===== config.mk =====
export PLATFORM = sky130hd
export DESIGN_NAME = d_dram_arb
export DESIGN_NICKNAME = d
export VERILOG_FILES = /design/src/rtl/d_dram_arb_pkg.sv /design/src/rtl/d_dram_arb_rr.sv /design/src/rtl/d_dram_arb.sv
export SDC_FILE = /design/constraint.sdc
export NUM_CORES = 1
export LEC_CHECK = 0
export BUFFER_PORTS_ARGS = -buffer_cell sky130_fd_sc_hd__buf_2
export CAP_MARGIN = 25
export CORE_MARGIN = 4
export CORE_UTILIZATION = 25
export DETAILED_ROUTE_END_ITERATION = 16
export HOLD_SLACK_MARGIN = 0.12
export PLACE_DENSITY = 0.63
export RECOVER_POWER = 50
export REMOVE_ABC_BUFFERS = 1
export SKIP_LAST_GASP = 1
export SYNTH_ARGS = -nofsm -noshare
export SYNTH_HDL_FRONTEND = slang
export SYNTH_SLANG_ARGS = --single-unit

===== constraint.sdc =====
create_clock -name clk -period 2.5 [get_ports clk]
set_input_delay 0.375 -clock clk [delete_from_list [all_inputs] [get_ports clk]]
set_output_delay 0.375 -clock clk [all_outputs]
set_load 0.01 [all_outputs]

===== src/rtl/d_dram_arb_pkg.sv =====
// Shared definitions for the two-port data-RAM arbiter.
//   arb_state_e : arbiter FSM states (free arbitration / port-1 locked burst)
//   PORT_LSU    : index of the load/store port (port 0)
//   PORT_DMA    : index of the DMA port (port 1)
//   IDLE_LIMIT  : consecutive port-1 idle cycles that end a locked burst
package d_dram_arb_pkg;

  typedef enum logic {
    ARB_ST_ARB  = 1'b0,
    ARB_ST_LOCK = 1'b1
  } arb_state_e;

  localparam int PORT_LSU   = 0;
  localparam int PORT_DMA   = 1;
  localparam int IDLE_LIMIT = 2;

endpackage


===== src/rtl/d_dram_arb_rr.sv =====
// Two-way round-robin picker.
//   eligible [1:0] : ports that may be granted this cycle
//   ptr            : port favoured when both are eligible
//   grant    [1:0] : one-hot grant (all zero when nothing is eligible)
module d_dram_arb_rr (
  input  logic [1:0] eligible,
  input  logic       ptr,
  output logic [1:0] grant
);

  // NOTE: every output of a combinational block gets a default first so no
  // path leaves it unassigned, which would infer a latch.
  always_comb begin
    grant = '0;
    if (&eligible) grant[ptr] = 1'b1;
    else           grant      = eligible;
  end

endmodule


===== src/rtl/d_dram_arb.sv =====
// Arbiter sharing one single-ported data RAM between an LSU port (0) and a
// DMA port (1). Port 1 can lock the grant for bursts of up to MAX_BURST beats.
// Writes are byte-masked with a same-cycle read-modify-write; reads return
// data one cycle after accept, held until the requester takes it.
//   clk, rst_n           : clock, synchronous active-low reset
//   pN_req_*             : request channel (valid/ready, we, be, addr, wdata)
//   p1_req_lock          : port 1 wants to keep the grant for its next beat
//   pN_rsp_*             : read response channel (valid/ready, rdata)
//   ram_addr/wr_en/wr_data, ram_rd_data : RAM port, combinational read
module d_dram_arb
  import d_dram_arb_pkg::*;
#(
  parameter int ADDR_W    = 12,
  parameter int DATA_W    = 32,
  parameter int MAX_BURST = 8
) (
  input  logic                clk,
  input  logic                rst_n,
  input  logic                p0_req_valid,
  output logic                p0_req_ready,
  input  logic                p0_req_we,
  input  logic [DATA_W/8-1:0] p0_req_be,
  input  logic [ADDR_W-1:0]   p0_req_addr,
  input  logic [DATA_W-1:0]   p0_req_wdata,
  output logic                p0_rsp_valid,
  input  logic                p0_rsp_ready,
  output logic [DATA_W-1:0]   p0_rsp_rdata,
  input  logic                p1_req_valid,
  output logic                p1_req_ready,
  input  logic                p1_req_we,
  input  logic [DATA_W/8-1:0] p1_req_be,
  input  logic [ADDR_W-1:0]   p1_req_addr,
  input  logic [DATA_W-1:0]   p1_req_wdata,
  input  logic                p1_req_lock,
  output logic                p1_rsp_valid,
  input  logic                p1_rsp_ready,
  output logic [DATA_W-1:0]   p1_rsp_rdata,
  output logic [ADDR_W-1:0]   ram_addr,
  output logic                ram_wr_en,
  output logic [DATA_W-1:0]   ram_wr_data,
  input  logic [DATA_W-1:0]   ram_rd_data
);

  localparam int BE_W  = DATA_W / 8;
  localparam int CNT_W = $clog2(MAX_BURST + 1);

  arb_state_e       state, state_nxt;
  logic [CNT_W-1:0] burst_cnt, burst_cnt_nxt;
  logic             idle_cnt, idle_cnt_nxt;   // port-1 idle cycles seen so far in LOCK
  logic             ptr, ptr_nxt;
  logic [1:0]       eligible, elig_masked, grant, accept;
  logic             sel_we;
  logic [BE_W-1:0]  sel_be;
  logic [DATA_W-1:0] sel_wdata;

  // A port with an unconsumed response is held off until that response
  // leaves this cycle, so a new read never overwrites pending data.
  assign eligible[PORT_LSU] = p0_req_valid && (!p0_rsp_valid || p0_rsp_ready);
  assign eligible[PORT_DMA] = p1_req_valid && (!p1_rsp_valid || p1_rsp_ready);
  assign elig_masked = (state == ARB_ST_LOCK) ? {eligible[PORT_DMA], 1'b0} : eligible;

  d_dram_arb_rr u_rr (
    .eligible (elig_masked),
    .ptr      (ptr),
    .grant    (grant)
  );

  assign p0_req_ready     = rst_n && grant[PORT_LSU];
  assign p1_req_ready     = rst_n && grant[PORT_DMA];
  assign accept[PORT_LSU] = p0_req_valid && p0_req_ready;
  assign accept[PORT_DMA] = p1_req_valid && p1_req_ready;

  assign sel_we    = grant[PORT_DMA] ? p1_req_we    : p0_req_we;
  assign sel_be    = grant[PORT_DMA] ? p1_req_be    : p0_req_be;
  assign sel_wdata = grant[PORT_DMA] ? p1_req_wdata : p0_req_wdata;
  assign ram_addr  = grant[PORT_DMA] ? p1_req_addr  : p0_req_addr;
  assign ram_wr_en = (|accept) && sel_we && (|sel_be);

  // Partial writes merge with the word currently read at ram_addr so the RAM
  // only ever sees full-word writes.
  always_comb begin
    ram_wr_data = ram_rd_data;
    for (int i = 0; i < BE_W; i++) begin
      if (sel_be[i]) ram_wr_data[8*i +: 8] = sel_wdata[8*i +: 8];
    end
  end

  always_comb begin
    state_nxt     = state;
    burst_cnt_nxt = burst_cnt;
    idle_cnt_nxt  = idle_cnt;
    ptr_nxt       = ptr;
    if (accept[PORT_LSU]) ptr_nxt = 1'b1;
    if (accept[PORT_DMA]) ptr_nxt = 1'b0;
    case (state)
      ARB_ST_ARB: begin
        if (accept[PORT_DMA] && p1_req_lock && (MAX_BURST > 1)) begin
          state_nxt     = ARB_ST_LOCK;
          burst_cnt_nxt = CNT_W'(1);
          idle_cnt_nxt  = 1'b0;
        end
      end
      ARB_ST_LOCK: begin
        if (accept[PORT_DMA]) begin
          burst_cnt_nxt = burst_cnt + CNT_W'(1);
          idle_cnt_nxt  = 1'b0;
          // Ending at MAX_BURST leaves ptr at port 0, so the LSU goes next.
          if (!p1_req_lock || (burst_cnt_nxt == CNT_W'(MAX_BURST))) begin
            state_nxt     = ARB_ST_ARB;
            burst_cnt_nxt = '0;
          end
        end else if (!p1_req_valid) begin
          if (idle_cnt == 1'(IDLE_LIMIT - 1)) begin
            state_nxt     = ARB_ST_ARB;
            burst_cnt_nxt = '0;
            idle_cnt_nxt  = 1'b0;
          end else begin
            idle_cnt_nxt = 1'b1;
          end
        end else begin
          idle_cnt_nxt = 1'b0;
        end
      end
      default: state_nxt = ARB_ST_ARB;
    endcase
  end

  // NOTE: clocked state uses non-blocking assignments so every register
  // samples pre-edge values regardless of statement order.
  always_ff @(posedge clk) begin
    if (!rst_n) begin
      state        <= ARB_ST_ARB;
      burst_cnt    <= '0;
      idle_cnt     <= 1'b0;
      ptr          <= 1'b0;
      p0_rsp_valid <= 1'b0;
      p0_rsp_rdata <= '0;
      p1_rsp_valid <= 1'b0;
      p1_rsp_rdata <= '0;
    end else begin
      state     <= state_nxt;
      burst_cnt <= burst_cnt_nxt;
      idle_cnt  <= idle_cnt_nxt;
      ptr       <= ptr_nxt;
      // A new read accepted alongside a response handshake keeps valid high.
      if (accept[PORT_LSU] && !p0_req_we) begin
        p0_rsp_valid <= 1'b1;
        p0_rsp_rdata <= ram_rd_data;
      end else if (p0_rsp_ready) begin
        p0_rsp_valid <= 1'b0;
      end
      if (accept[PORT_DMA] && !p1_req_we) begin
        p1_rsp_valid <= 1'b1;
        p1_rsp_rdata <= ram_rd_data;
      end else if (p1_rsp_ready) begin
        p1_rsp_valid <= 1'b0;
      end
    end
  end

endmodule


==> results.sh <==
export IMPL_worst_path_max_fanout=5
export IMPL_clock_sinks=73
export IMPL_ys_top_cells_by_area="dfxtp_1, o21ai_0, a221o_1"
export IMPL_yosys_area_share_adder_pct=0.660
export IMPL_crit_path_max_incr_delay_ps=450
export IMPL_synth_simple_area_share_pct=21.6
export IMPL_vias=4471
export IMPL_final_cells=902
export IMPL_cts_tree="yes"
export IMPL_p_per_area_mw_per_mm2=608
export IMPL_post_route_min_period_ps=2460
export IMPL_synth_top_family_by_area="compound AO/OA/AOI/OAI gates"
export IMPL_finClkSkew_ps=9.69
export IMPL_crit_chain="nand2b_4 > o311a_4 > mux2i_4 > buf_6 > a221o_1 > buf_6"
export IMPL_multiInputGateArea_mm2=0.00205
export IMPL_insertion_delay_ps=340
export IMPL_critPathKind="flip-flop to primary output"
export IMPL_hpwlAfterDp_mm=10.7
export IMPL_synth_most_common_cell="nand2_1"
export IMPL_seqCellArea_mm2=0.00146
export IMPL_p_leak_nw=2.60
export IMPL_cts_buffer_depth=2
export IMPL_synth_xor_area_share_pct=0.693
export IMPL_grt_overflow=0
export IMPL_area_growth_pct=46.7
export IMPL_final_nets=852
export IMPL_fin_crit_sh_pct=98.3
export IMPL_postCtsHoldBufs=0
export IMPL_synth_seq_area_share_pct=38.6
export IMPL_via_per_inst=4.96
export IMPL_routedWlPerCell_um=17.4
export IMPL_vdd_drop_max_uv=329
export IMPL_h_tree_depth=3
export IMPL_synthMuxAreaShare_pct=2.05
export IMPL_drt_pass1_iterations=4
export IMPL_cp_slowest_cell="o311a_4"
export IMPL_synthCells=476
export IMPL_drive_gt1_share_pct=31.9
export IMPL_worst_pin_slew_ps=426
export IMPL_synth_ff_type="dfxtp_1"
export IMPL_hp_class="input pin to flip-flop"
export IMPL_grt_total_usage_pct=17.3
export IMPL_dp_cells=880
export IMPL_grt_max_degree=44
export IMPL_die_width_um=131
export IMPL_path_clk_slew_ps=60
export IMPL_async_flop_share_pct=0
export IMPL_start_util_pct=25.8
export IMPL_synthTopCellsByCount="nand2_1, dfxtp_1, o21ai_0"
export IMPL_grt_pass1_wl_mm=23.8
export IMPL_synth_compound_area_share_pct=28.0
export IMPL_drt_initial_drc_count=253
export IMPL_pre_cts_ws_ps=-99.8
export IMPL_io_pins=250
export IMPL_yosysTopAreaCell="dfxtp_1"
export IMPL_yosys_warnings=0
export IMPL_io_buffers=249
export IMPL_core_mm2=0.0147
export IMPL_fillCellCount=1553
export IMPL_crit_path_end_kind="primary output"
export IMPL_worstPathRequired_ps=2120
export IMPL_arrival_ps=2080
export IMPL_gp_congestion=0.776
export IMPL_rsz0062_at_grt="yes"
export IMPL_critPathLaunchType="flip-flop"
export IMPL_antenna_found_initial=3
export IMPL_cts_inserted_buffers=9
export IMPL_holdWs_ps=291
export IMPL_relSlewSlack_pct=71.6
export IMPL_rows=44
export IMPL_synth_top_area_share_pct=38.6
export IMPL_timing_final_ws_setup_ps=42.7
export IMPL_total_power_mw=3.38
export IMPL_clock_fmax_ghz=0.407
export IMPL_die_area_mm2=0.0172
export IMPL_drv_slew=0
export IMPL_wirelength_mm=15.7
export IMPL_fp_dieH_um=131
export IMPL_crit_top_cell="buf_6"
export IMPL_drt_antenna_violating_nets=0
export IMPL_synth_edff_count=0
export IMPL_synth_cell_types=45
export IMPL_synth_area_mm2=0.00379
export IMPL_finalSetupViolCount=0
export IMPL_syn_area_per_cell_um2=7.96
export IMPL_drc=0
export IMPL_synth_seq_cells=73
export IMPL_drv_cap=0
export IMPL_finalHoldViolations=0
export IMPL_status="finished, final reports clean"
export IMPL_cts_root_buf="clkbuf_16"
export IMPL_grt_pass1_vias=4222
==> sequential cells by signal, summed over array words and instances, names as in the netlist <==
signal        cells
idle_cnt          1
state             1
p1_rsp_rdata     32
burst_cnt         4
p0_rsp_valid      1
p1_rsp_valid      1
p0_rsp_rdata     32
ptr               1
==> final timing paths <==
| path | start | end | slack (ps) | depth (start not counted) |
|---|---|---|---|---|
| worst max-delay path | state | ram_wr_data[4] | 40 | 6 |
| worst min-delay path | ram_rd_data[22] | p0_rsp_rdata[22] | 290 | 3 |
| worst max register to register | p0_rsp_valid | p1_rsp_rdata[31] | 440 | 7 |
| worst min register to register | p0_rsp_rdata[15] | p0_rsp_rdata[15] | 460 | 2 |
==> metrics by stage <==
| stage | utilization (%) | cell area, um2 | TNS [ps] |
|---|---|---|---|
| detailed placement | 35.4 | 5200 | -706 |
| finish | 37.8 | 5560 | 0 |
| floorplan | - | 3610 | -113530 |
| global route | 37.8 | 5560 | -28.2 |
| CTS | 37.9 | 5580 | 0 |
| global placement | 35.4 | 5200 | -310 |
==> critical path: cells and delay by family (launching register included) <==
kind                   cells  cell delay [ps]
buffers and inverters      2              260
AND/OR/NAND/NOR            1              170
AO/OA/AOI/OAI              2              800
flip-flops                 1              300
multiplexers               1              220
==> power breakdown <==
group	internal, mW	switching (mW)	total [mW]
Sequential	1.22	0.0341	1.26
Clock	0.863	0.490	1.35
Combinational	0.336	0.435	0.771
==> logic make-up after synthesis <==
kind of cell               Yosys count
DFF                                 73
and+or+nand+nor                    167
muxes                                4
xor gates and xnor gates             3
adders and majority gates            2
AOI/OAI and AO/OA                  149
buffers and inverters               78
==> cell usage in the layout, fill, tap and decap left out, types with 3 or more instances in the layout <==
master,Yosys,routed
buf_4,1,12
o211ai_1,34,34
and3_1,32,32
nor3_1,3,3
buf_2,7,182
nand2_1,74,74
nand3_1,35,35
mux2i_4,3,4
a221o_1,32,32
clkbuf_1,29,66
dfxtp_1,73,73
clkinv_2,0,3
clkbuf_16,0,9
buf_12,0,3
a21oi_1,5,5
inv_1,37,37
nor2_1,6,6
o21ai_0,65,65
==> layout make-up <==
type,instances,area share [%]
Multi-Input combinational cell,326,36.9
Sequential cell,73,26.3
Timing Repair Buffer,266,24.5
Tap cell,184,4.14
Clock buffer,9,4.05
Inverter,37,2.50
Clock inverter,6,1.51
Antenna cell,1,0.0450
==> timing repair <==
| action | 4_1_cts | 5_1_grt |
|---|---|---|
| endpoints found under the setup margin | 26 | 34 |
| cloned | 1 | 1 |
| buffers inserted | 1 | 3 |
| hold endpoints to repair | 0 | 0 |
| pin swaps | 0 | 3 |
| gates resized for setup | 6 | 5 |
==> routing by layer <==
metal  share of wire (%)  track usage, %
met1                  43            21.9
met2                  47            28.2
met3                 8.3            5.12
met4                 1.9            5.95
met5                0.16               0
Power figures use the tool's default switching activity.
